==> src/rtl/count_sched_pkg.sv <==
// Shared types and helpers for the counter-sharing scheduler.
package count_sched_pkg;

  typedef enum logic [1:0] {IDLE, LOAD, RUN, DONE} state_t;

  // Cycles spent in RUN for a start/end window on a w-bit wrapping counter.
  function automatic int unsigned run_len(input logic [31:0] s, input logic [31:0] e,
                                          input int unsigned w);
    logic [31:0] mask;
    mask = (w >= 32) ? '1 : ((32'd1 << w) - 32'd1);
    return int'((e - s) & mask) + 1;
  endfunction

endpackage

==> src/rtl/rr_arbiter.sv <==
// Combinational round-robin pick: first set request at or after ptr, wrapping.
module rr_arbiter #(
  parameter int N_REQ = 4,
  parameter int IW    = $clog2(N_REQ)
) (
  input  logic [N_REQ-1:0] req,
  input  logic [IW-1:0]    ptr,
  output logic [N_REQ-1:0] gnt_next,
  output logic [IW-1:0]    winner,
  output logic             any_req
);

  always_comb begin
    gnt_next = '0;
    winner   = '0;
    any_req  = 1'b0;
    for (int k = 0; k < N_REQ; k++) begin
      if (!any_req && req[(int'(ptr) + k) % N_REQ]) begin
        any_req = 1'b1;
        winner  = IW'((int'(ptr) + k) % N_REQ);
      end
    end
    if (any_req) gnt_next[winner] = 1'b1;
  end

endmodule

==> src/rtl/count_scheduler.sv <==
// Round-robin owner of a shared loadable up-counter; loads the start value,
// watches the count reach the end value, then pulses done to the owner.
module count_scheduler
  import count_sched_pkg::*;
#(
  parameter int WIDTH = 8,
  parameter int N_REQ = 4
) (
  input  logic                   clk,
  input  logic                   rst,
  input  logic [N_REQ-1:0]       req,
  input  logic [N_REQ*WIDTH-1:0] start_v,
  input  logic [N_REQ*WIDTH-1:0] end_v,
  output logic [N_REQ-1:0]       grant,
  output logic [N_REQ-1:0]       done,
  output logic                   busy,
  output logic                   ctr_ld,
  output logic [WIDTH-1:0]       ctr_v,
  input  logic [WIDTH-1:0]       ctr_count
);

  localparam int IW = $clog2(N_REQ);

  state_t             state_q, state_d;
  logic [IW-1:0]      owner_q, ptr_q, winner;
  logic [N_REQ-1:0]   owner_oh_q, arb_gnt;
  logic [WIDTH-1:0]   start_q, end_q;
  logic               any_req;

  rr_arbiter #(.N_REQ(N_REQ), .IW(IW)) u_arb (
    .req      (req),
    .ptr      (ptr_q),
    .gnt_next (arb_gnt),
    .winner   (winner),
    .any_req  (any_req)
  );

  always_ff @(posedge clk or negedge rst) begin
    if (!rst) begin
      state_q    <= IDLE;
      owner_q    <= '0;
      owner_oh_q <= '0;
      ptr_q      <= '0;
      start_q    <= '0;
      end_q      <= '0;
    end else begin
      state_q <= state_d;
      // Window parameters are captured once at grant and never re-sampled.
      if (state_q == IDLE && any_req) begin
        owner_q    <= winner;
        owner_oh_q <= arb_gnt;
        start_q    <= start_v[winner*WIDTH +: WIDTH];
        end_q      <= end_v[winner*WIDTH +: WIDTH];
        ptr_q      <= (int'(winner) == N_REQ-1) ? '0 : winner + 1'b1;
      end
    end
  end

  always_comb begin
    state_d = state_q;
    case (state_q)
      IDLE: if (any_req) state_d = LOAD;
      LOAD: state_d = req[owner_q] ? RUN : IDLE;
      RUN: begin
        // Abort wins over a coincident end match.
        if (!req[owner_q])            state_d = IDLE;
        else if (ctr_count == end_q)  state_d = DONE;
      end
      DONE:    state_d = IDLE;
      default: state_d = IDLE;
    endcase
  end

  assign busy   = (state_q != IDLE);
  assign ctr_ld = (state_q == LOAD);
  assign ctr_v  = start_q;
  assign grant  = busy ? owner_oh_q : '0;
  assign done   = (state_q == DONE) ? owner_oh_q : '0;

endmodule

==> config.mk <==
export PLATFORM = sky130hd
export DESIGN_NAME = count_scheduler
export DESIGN_NICKNAME = d
export VERILOG_FILES = /design/src/rtl/count_sched_pkg.sv /design/src/rtl/rr_arbiter.sv /design/src/rtl/count_scheduler.sv
export SDC_FILE = /design/constraint.sdc
export NUM_CORES = 1
export LEC_CHECK = 0
export BUFFER_PORTS_ARGS = -buffer_cell sky130_fd_sc_hd__buf_2
export CAP_MARGIN = 10
export CORE_MARGIN = 3
export CORE_UTILIZATION = 50
export DETAILED_ROUTE_END_ITERATION = 7
export PLACE_DENSITY_LB_ADDON = 0.1
export SLEW_MARGIN = 20
export SYNTH_ARGS = -nofsm -noshare
export SYNTH_HDL_FRONTEND = slang
export SYNTH_SLANG_ARGS = --single-unit
==> constraint.sdc <==
create_clock -name clk -period 5 [get_ports clk]
set_clock_uncertainty 0.1 [all_clocks]
set_input_delay 1 -clock clk [delete_from_list [all_inputs] [get_ports clk]]
set_output_delay 1 -clock clk [all_outputs]
set_load 0.02 [all_outputs]
# [Word-level counts from Yosys, hierarchy flattened]
# Index checks and enable logic that the tools add are counted.
[word_totals] reg_bits=26 wordCells=75
[op_classes] mux=32 shift=2 n_lt_le_gt_ge=7 n_bitwise=3 eq_ne=7 add_sub_neg=4 reduce_logical=14
[ops] cell="indexed part select 32 x 6 -> 8 bit" n=2
[ops] cell="2-to-1 mux 2 bit" n=9
[ops] cell="2-to-1 mux 1 bit" n=13
[ops] cell="< comparator 3 x 4 -> 1 bit (second input constant)" n=3
[ops] cell="2-to-1 mux 4 bit" n=3
[ops] cell="binary-select mux 1 bit (select 2 bit)" n=5
[ops] cell="< comparator 2 x 3 -> 1 bit (second input constant)" n=3
[ops] cell="equality test 8 bit" n=1
[ops] cell="case mux 2 bit (4 select lines)" n=1
[ops] cell="OR reduction 2 bit" n=3
[ops] cell="logical AND 1 bit" n=5
[ops] cell="adder 2 x 1 -> 2 bit (second input constant)" n=2
[ops] cell="adder 2 bit (second input constant)" n=2
[ops] cell="equality test 2 x 1 -> 1 bit (second input constant)" n=2
[ops] cell="equality test 2 bit (second input constant)" n=2
[ops] cell="AND 1 bit (first input constant)" n=3
[ops] cell="zero test 1 bit" n=3
[ops] cell="inequality test 3 bit (second input constant)" n=1
[ops] cell="demux 1 bit (select 2 bit)" n=1
[ops] cell="greater-or-equal comparator 2 x 1 -> 1 bit (second input constant)" n=1
[ops] cell="zero test 2 bit" n=1
[ops] cell="inequality test 2 bit (second input constant)" n=1
[ops] cell="AND reduction 2 bit" n=1
[ops] cell="nonzero test 2 bit" n=1

# [Logic depth before layout (Yosys ltp)]
# Gate-level depths: netlist (run 1).
[depth] ltp_word=19 depth_mapped=10

# [By module]
# From an unflattened synthesis (run 1), not the netlist that was laid out.
[hier_totals] hier_cells=183 hier_area_um2=1783.0
[modules_own_cells] module="count_scheduler" cells_each=151 instances=1 seq_area_each_um2=650.6 area_each_um2=1600.3
[modules_own_cells] module="rr_arbiter" cells_each=32 instances=1 seq_area_each_um2=0.0 area_each_um2=182.7

# [Least setup slack after synthesis (run 1)]
# OpenSTA, ideal clock, no wires.
[synth_timing] path_type="input to register" startpoint="input port req[2]" endpoint="register ptr_q[1]" setup_time_ps=126 cell_stages=8 arrival_time_ps=2245 setup_slack_ps=2528 required_ps=4774 path_cell_list="and3b_1 a31oi_4 and2_1 buf_6 buf_2 ha_1 nand2_1 o21ai_0"
[synth_via] elab_chain_len=14
[synth_lines] element="from (decl)" line_no="count_scheduler.sv:11" source="input logic [N_REQ-1:0] req,"
[synth_lines] element="binary-select mux 1 bit (select 2 bit)" line_no="rr_arbiter.sv:18" source="if (!any_req && req[(int'(ptr) + k) % N_REQ]) begin"
[synth_lines] element="2-to-1 mux 1 bit (not written as such)" line_no="rr_arbiter.sv:18"
[synth_lines] element="2-to-1 mux 1 bit" line_no="rr_arbiter.sv:18"
[synth_lines] element="zero test 1 bit" line_no="rr_arbiter.sv:18"
[synth_lines] element="logical AND 1 bit" line_no="rr_arbiter.sv:18"
[synth_lines] element="2-to-1 mux 1 bit" line_no="rr_arbiter.sv:18"
[synth_lines] element="zero test 1 bit" line_no="rr_arbiter.sv:18"
[synth_lines] element="logical AND 1 bit" line_no="rr_arbiter.sv:18"
[synth_lines] element="2-to-1 mux 1 bit" line_no="rr_arbiter.sv:18"
[synth_lines] element="zero test 1 bit" line_no="rr_arbiter.sv:18"
[synth_lines] element="logical AND 1 bit" line_no="rr_arbiter.sv:18"
[synth_lines] element="2-to-1 mux 2 bit" line_no="rr_arbiter.sv:18"
[synth_lines] element="adder 2 x 1 -> 2 bit or equality test 2 x 1 -> 1 bit (tied branches)" line_no="count_scheduler.sv:54" source="ptr_q <= (int'(winner) == N_REQ-1) ? '0 : winner + 1'b1;"
[synth_lines] element="2-to-1 mux 2 bit" line_no="count_scheduler.sv:54"
[synth_lines] element="to (signal assigned)" line_no="count_scheduler.sv:54"
[synth_lines] element="to (decl)" line_no="count_scheduler.sv:25" source="logic [IW-1:0] owner_q, ptr_q, winner;"
# Several ways; a longest one is shown, not always the timed one. The select of a mux whose other input is x is not followed.
# A chain may end at the register's enable or synchronous reset.

# [Worst setup path in the final report (run 1)]
# Ends and elaborated chain as after synthesis.

==> flow_metrics.env, run 1 <==
export IMPL_outcome="complete, no violations"
export IMPL_tightest_slew_ps=838.4
export IMPL_ir_drop_uv=301.5
export IMPL_cts_repair_resized=0
export IMPL_cts_buffers=3
export IMPL_syn_to_final_growth_pct=22.10
export IMPL_die_w_um=68.96
export IMPL_core_mm2=0.003744
export IMPL_max_freq_mhz=359.5
export IMPL_setup_violations_final=0
export IMPL_syn_inst=200
export IMPL_clkSlewWorstSetupHoldPaths_ps=80
export IMPL_dp_hpwl_um=3785
export IMPL_drc=0
export IMPL_hold_path_class="flop to flop"
export IMPL_fin_crit_ps=2782
export IMPL_synthAdderAreaFrac_pct=1.263
export IMPL_final_hold_viol_count=0
export IMPL_initial_core_util_pct=52.94
export IMPL_cpPeakStageDelay_ps=760
export IMPL_port_buffers=95
export IMPL_finalPower_uw=1294
export IMPL_slew_viol_final=0
export IMPL_slew_headroom_pct=44.11
export IMPL_die_height_um=68.96
export IMPL_p_leak_uw=0.001222
export IMPL_antenna_found_initial=0
export IMPL_synth_nets=280
export IMPL_synth_area_mm2=0.001982
export IMPL_placed_cells=327
export IMPL_antennaDiodeCount=0
export IMPL_crit_path_end_kind="flop"
export IMPL_synth_ff_type="dfrtp_1"
export IMPL_yosys_cell_count_top_type="dfrtp_1"
export IMPL_clockRootBuffer="clkbuf_8"
export IMPL_rsz0062_at_grt="false"
export IMPL_cts_hold_fix_buffers=0
export IMPL_p_per_area_mw_per_mm2=534.8
export IMPL_critical_path_class="input port to flop"
export IMPL_post_cts_buffers=0
export IMPL_r2r_cells=6
export IMPL_via_per_inst=5.668
export IMPL_grt_max_degree=36
export IMPL_cap_violations=0
export IMPL_ant_nets=0
export IMPL_synth_edf_count=0
export IMPL_worst_path_max_delay_cell="and2_2"
export IMPL_routedWlPerCell_um=15.44
export IMPL_synth_xor_area_share_pct=3.535
export IMPL_async_flop_share_pct=100.0
export IMPL_drive_above_1_share_pct=43.11
export IMPL_synthSimpleGateAreaFrac_pct=19.89
export IMPL_fin_cells=331
export IMPL_crit_chain="buf_2 -> and3b_1 -> a31oi_4 -> and2_2 -> ha_1 -> nand2_1 -> o21ai_0"
export IMPL_row_count=22
export IMPL_cts_max_level=1
export IMPL_yosys_top_cells_count="dfrtp_1, nand3_1, mux2i_1"
export IMPL_clk_latency_ps=280
export IMPL_worstPathArrival_ps=2840
export IMPL_synth_distinct_cells=45
export IMPL_ioPinCount=96
export IMPL_synth_top_family_by_area="compound AO/OA/AOI/OAI gates"
export IMPL_synth_area_leaders="dfrtp_1, mux2i_1, a221oi_1, nand3_1, xor2_1"
export IMPL_routed_wl_um=5110
export IMPL_fin_crit_sh_pct=55.63
export IMPL_synth_top_area_share_pct=32.83
export IMPL_synth_compound_area_share_pct=24.24
export IMPL_gr_total_overflow=0
export IMPL_cp_max_fo=35
export IMPL_final_nets=364
export IMPL_cp_data_required_time_ps=5060
export IMPL_drt_pass1_iterations=4
export IMPL_utilization_pct=64.64
export IMPL_grt_pass1_wl_um=7831
export IMPL_avgSynthCellArea_um2=9.910
export IMPL_synth_warnings=0
export IMPL_clkSinkCount=26
export IMPL_whs_path_depth=2
export IMPL_tns_ps=0
export IMPL_synthMuxAreaShare_pct=9.407
export IMPL_synth_seq_area_share_pct=32.83
export IMPL_cts_buffer_depth=2
export IMPL_cp_start_kind="input port"
export IMPL_die_area_mm2=0.004755
export IMPL_num_vias=1876
export IMPL_dr_first_iter_drc_count=137
export IMPL_gr_usage_all_layers_pct=21.93
export IMPL_yosys_register_bits=26
export IMPL_cts_tree="done"
export IMPL_synth_largest_area_cell="dfrtp_1"
export IMPL_grt_pass1_vias=1713
export IMPL_gp_congestion=0.8216
[sequential cells by signal (all words and copies together) (netlist names)]
signal / flops
ctr_v: 8
state_q: 2
ptr_q: 2
owner_oh_q: 4
owner_q: 2
end_q: 8
[routing by layer]
metal  GRT usage [%]  wire [µm]  up-vias
li1                -          -      926
met4           6.326         48        0
met5               0          0        -
met3           2.755        444        5
met2           33.81       2295       86
met1           32.02       2321      859
[cells in the final DEF, fill, tap and decap left out, types with 5 or more instances in the layout]
cell and n:
a21oi_1 10, a221oi_1 14, a22oi_1 8, buf_2 95
dfrtp_1 26, mux2i_1 16, nand2_1 14, nand3_1 19
nand3_2 6, nor2b_1 7, o211ai_1 5, o21ai_1 9
xor2_1 8
[worst max-delay path, delay by kind of cell]
kind | cells | cell delay (ps)
AOI/OAI and AO/OA | 2 | 330
buffers and inverters | 1 | 130
and+or+nand+nor | 3 | 1010
adders and majority gates | 1 | 350
[kinds of logic (layout without fill, tap and decap cells)]
family	count (synthesis)	count (layout)
AO/OA/AOI/OAI	61	61
XOR/XNOR	8	8
adder cells (fa/ha/maj)	2	2
buffers and inverters	20	103
flip-flops	26	26
multiplexers	17	17
AND/OR/NAND/NOR	66	66
[worst paths after layout]
kind	slack (ps)	endpoint	from
min reg2reg	390	owner_oh_q[3]	owner_oh_q[3]
max	2220	ptr_q[1]	req[2]
min	390	owner_oh_q[3]	owner_oh_q[3]
min in group asynchronous	620	end_q[0]	rst
max reg2reg	2550	ptr_q[1]	ptr_q[1]
max in group asynchronous	3800	owner_q[0]	rst
[stage by stage]
| stage | area [µm²] | setup slack, ps | hold WS [ps] |
|---|---|---|---|
| 3_5_place_dp | 2365 | 1906 | 377.3 |
| 5_1_grt | 2420 | 2069 | 425.4 |
| 3_3_place_gp | 2365 | 1941 | 374.5 |
| 4_1_cts | 2420 | 2212 | 399.7 |
| 2_1_floorplan | 1982 | 2528 | 349.6 |
| 6_report | 2420 | 2218 | 388.9 |
[power by group]
part           total [µW]  leakage [µW]  internal (µW)  switching, µW
Sequential            396      0.000324            313           82.7
Combinational         761      0.000869            311            450
Clock                 138     0.0000288           70.5           67.1
Total                1290       0.00122            695            600
[cell type report]
type                            count  area (µm²)
Clock buffer                        4       55.05
Tap cell                           48       60.06
Fill cell                         336        1324
Timing Repair Buffer               96       483.0
Multi-Input combinational cell    154        1160
Sequential cell                    26       650.6
Inverter                            3       11.26
Note: power is estimated with default switching activity, not from simulation.
==> run 2: changes to the inputs <==
Settings changed: CORE_UTILIZATION 50 to 47.
Clock period 5 ns to 2.65 ns, I/O delays scaled along.
==> run 2 against run 1 <==
Global-route usage decreased by 0.79 points. Utilization decreased by 1.1 points. Sequential cell count unchanged. Critical endpoint unchanged. Power increased by 93%. Routed wire length increased by 5.4%. Register-to-register slack got worse by 2100 ps. Cell area increased by 1.2%. Clock power increased by 65%. Via count increased by 2.3%. Critical path depth decreased by 1.
==> flow_metrics.env, run 2 (synthesis gave the netlist of run 1 again) <==
export IMPL_finalPower_uw=2503
export IMPL_cp_max_fo=18
export IMPL_gp_congestion=0.8590
export IMPL_cts_tree="done"
export IMPL_clockRootBuffer="clkbuf_8"
export IMPL_cts_buffer_depth=2
export IMPL_crit_family="compound AO/OA/AOI/OAI gates"
export IMPL_rrSetupSlack_ps=430
export IMPL_r2r_end="ptr_q[1]"
export IMPL_clkSinkCount=26
export IMPL_max_freq_mhz=449.5
export IMPL_fin_crit_ps=2225
export IMPL_place_area_mm2=0.002407
export IMPL_final_common_cell="buf_2"
export IMPL_placed_cells=331
export IMPL_antennaDiodeCount=0
export IMPL_cts_buffers=3
export IMPL_hold_path_class="input port to asynchronous set/reset pin"
export IMPL_outcome="complete, no violations"
export IMPL_critPathBufInv=0
export IMPL_via_per_inst=5.746
export IMPL_port_buffers=95
export IMPL_fin_cells=334
export IMPL_cp_data_required_time_ps=2710
export IMPL_routedWlPerCell_um=16.13
export IMPL_grt_max_degree=27
export IMPL_syn_to_final_growth_pct=23.55
export IMPL_cts_repair_resized=0
export IMPL_core_mm2=0.003854
export IMPL_die_area_mm2=0.005032
export IMPL_drive_above_1_share_pct=43.71
export IMPL_critical_path_class="flop to flop"
export IMPL_antenna_found_initial=0
export IMPL_worstPathArrival_ps=2290
export IMPL_drc=0
export IMPL_row_count=22
export IMPL_setup_violations_final=0
export IMPL_cts_max_level=1
export IMPL_die_height_um=70.94
export IMPL_startpoint="ptr_q[1]"
export IMPL_slew_viol_final=0
export IMPL_gr_usage_all_layers_pct=21.14
export IMPL_crit_end="ptr_q[1]"
export IMPL_crit_path_end_kind="flop"
export IMPL_cap_violations=0
export IMPL_crit_chain="nand2b_1 -> o221ai_2 -> and2_2 -> ha_1 -> nand2_1 -> o21ai_0"
export IMPL_fillers=353
export IMPL_drt_pass1_iterations=4
export IMPL_rsz0062_at_grt="false"
export IMPL_grt_pass1_vias=1845
export IMPL_dp_hpwl_um=4009
export IMPL_post_cts_buffers=0
export IMPL_grt_pass1_wl_um=8597
export IMPL_clkSlewWorstSetupHoldPaths_ps=90
export IMPL_tightest_slew_ps=741.8
export IMPL_num_vias=1919
export IMPL_p_per_area_mw_per_mm2=1022
export IMPL_r2r_cells=6
export IMPL_final_nets=368
export IMPL_final_cell_mix="buf_2, dfrtp_1, nand3_1, mux2i_1"
export IMPL_fin_crit_sh_pct=83.95
export IMPL_slew_headroom_pct=50.55
export IMPL_dr_first_iter_drc_count=188
export IMPL_ant_nets=0
export IMPL_clk_latency_ps=270
export IMPL_ir_drop_uv=578.4
export IMPL_ioPinCount=96
export IMPL_routed_wl_um=5387
export IMPL_final_hold_viol_count=0
export IMPL_cpPeakStageDelay_ps=610
export IMPL_design_area_mm2=0.002449
export IMPL_initial_core_util_pct=51.43
export IMPL_r2r_start="ptr_q[1]"
export IMPL_tns_ps=0
export IMPL_cp_num_cells=6
export IMPL_p_leak_uw=0.001238
export IMPL_worst_path_max_delay_cell="o221ai_2"
export IMPL_cts_hold_fix_buffers=0
export IMPL_cp_start_kind="flop"
export IMPL_die_w_um=70.94
export IMPL_gr_total_overflow=0
## run 2: how the worst min path moves through the flow
| stage | cells after the start | endpoint | start |
|---|---|---|---|
| global route | 1 | state_q[0] | rst |
| finish | 1 | state_q[0] | rst |
| detailed placement | 2 | owner_oh_q[3] | owner_oh_q[3] |
| floorplan | 0 | ctr_v[0] | rst |
| global placement | 2 | owner_oh_q[3] | owner_oh_q[3] |
| CTS | 1 | state_q[1] | rst |
## run 2: routing by layer
layer / GRT usage, % / wire, µm
met1: 28.62 / 2369
met2: 35.22 / 2470
met3: 4.545 / 496
met4: 3.758 / 50
met5: 0 / 0
## run 2: cell type report
type                    count  area, µm²  share of cell area (%)
well taps                  48      60.06                   2.453
flip-flops and latches     26      650.6                   26.57
inverters                   3      11.26                  0.4599
clock buffers               3      41.29                   1.686
repair buffers            100      525.5                   21.46
multi-input cells         154       1160                   47.37
## run 2: where the power goes
group	switching [µW]	leakage, µW	internal [µW]
combinational	875	0.000893	641
sequential	168	0.000324	591
clock	126	0.0000216	102
## run 2: per-stage QoR
step / util, % / hold slack [ps] / setup slack, ps
detailed placement: 62.47 / 379.2 / 312.2
global route: 63.54 / 196.1 / 288.7
global placement: 62.47 / 380.0 / 365.9
CTS: 63.54 / 178.9 / 426.3
floorplan: - / 134.4 / 648.5
finish: 63.54 / 152.0 / 425.3
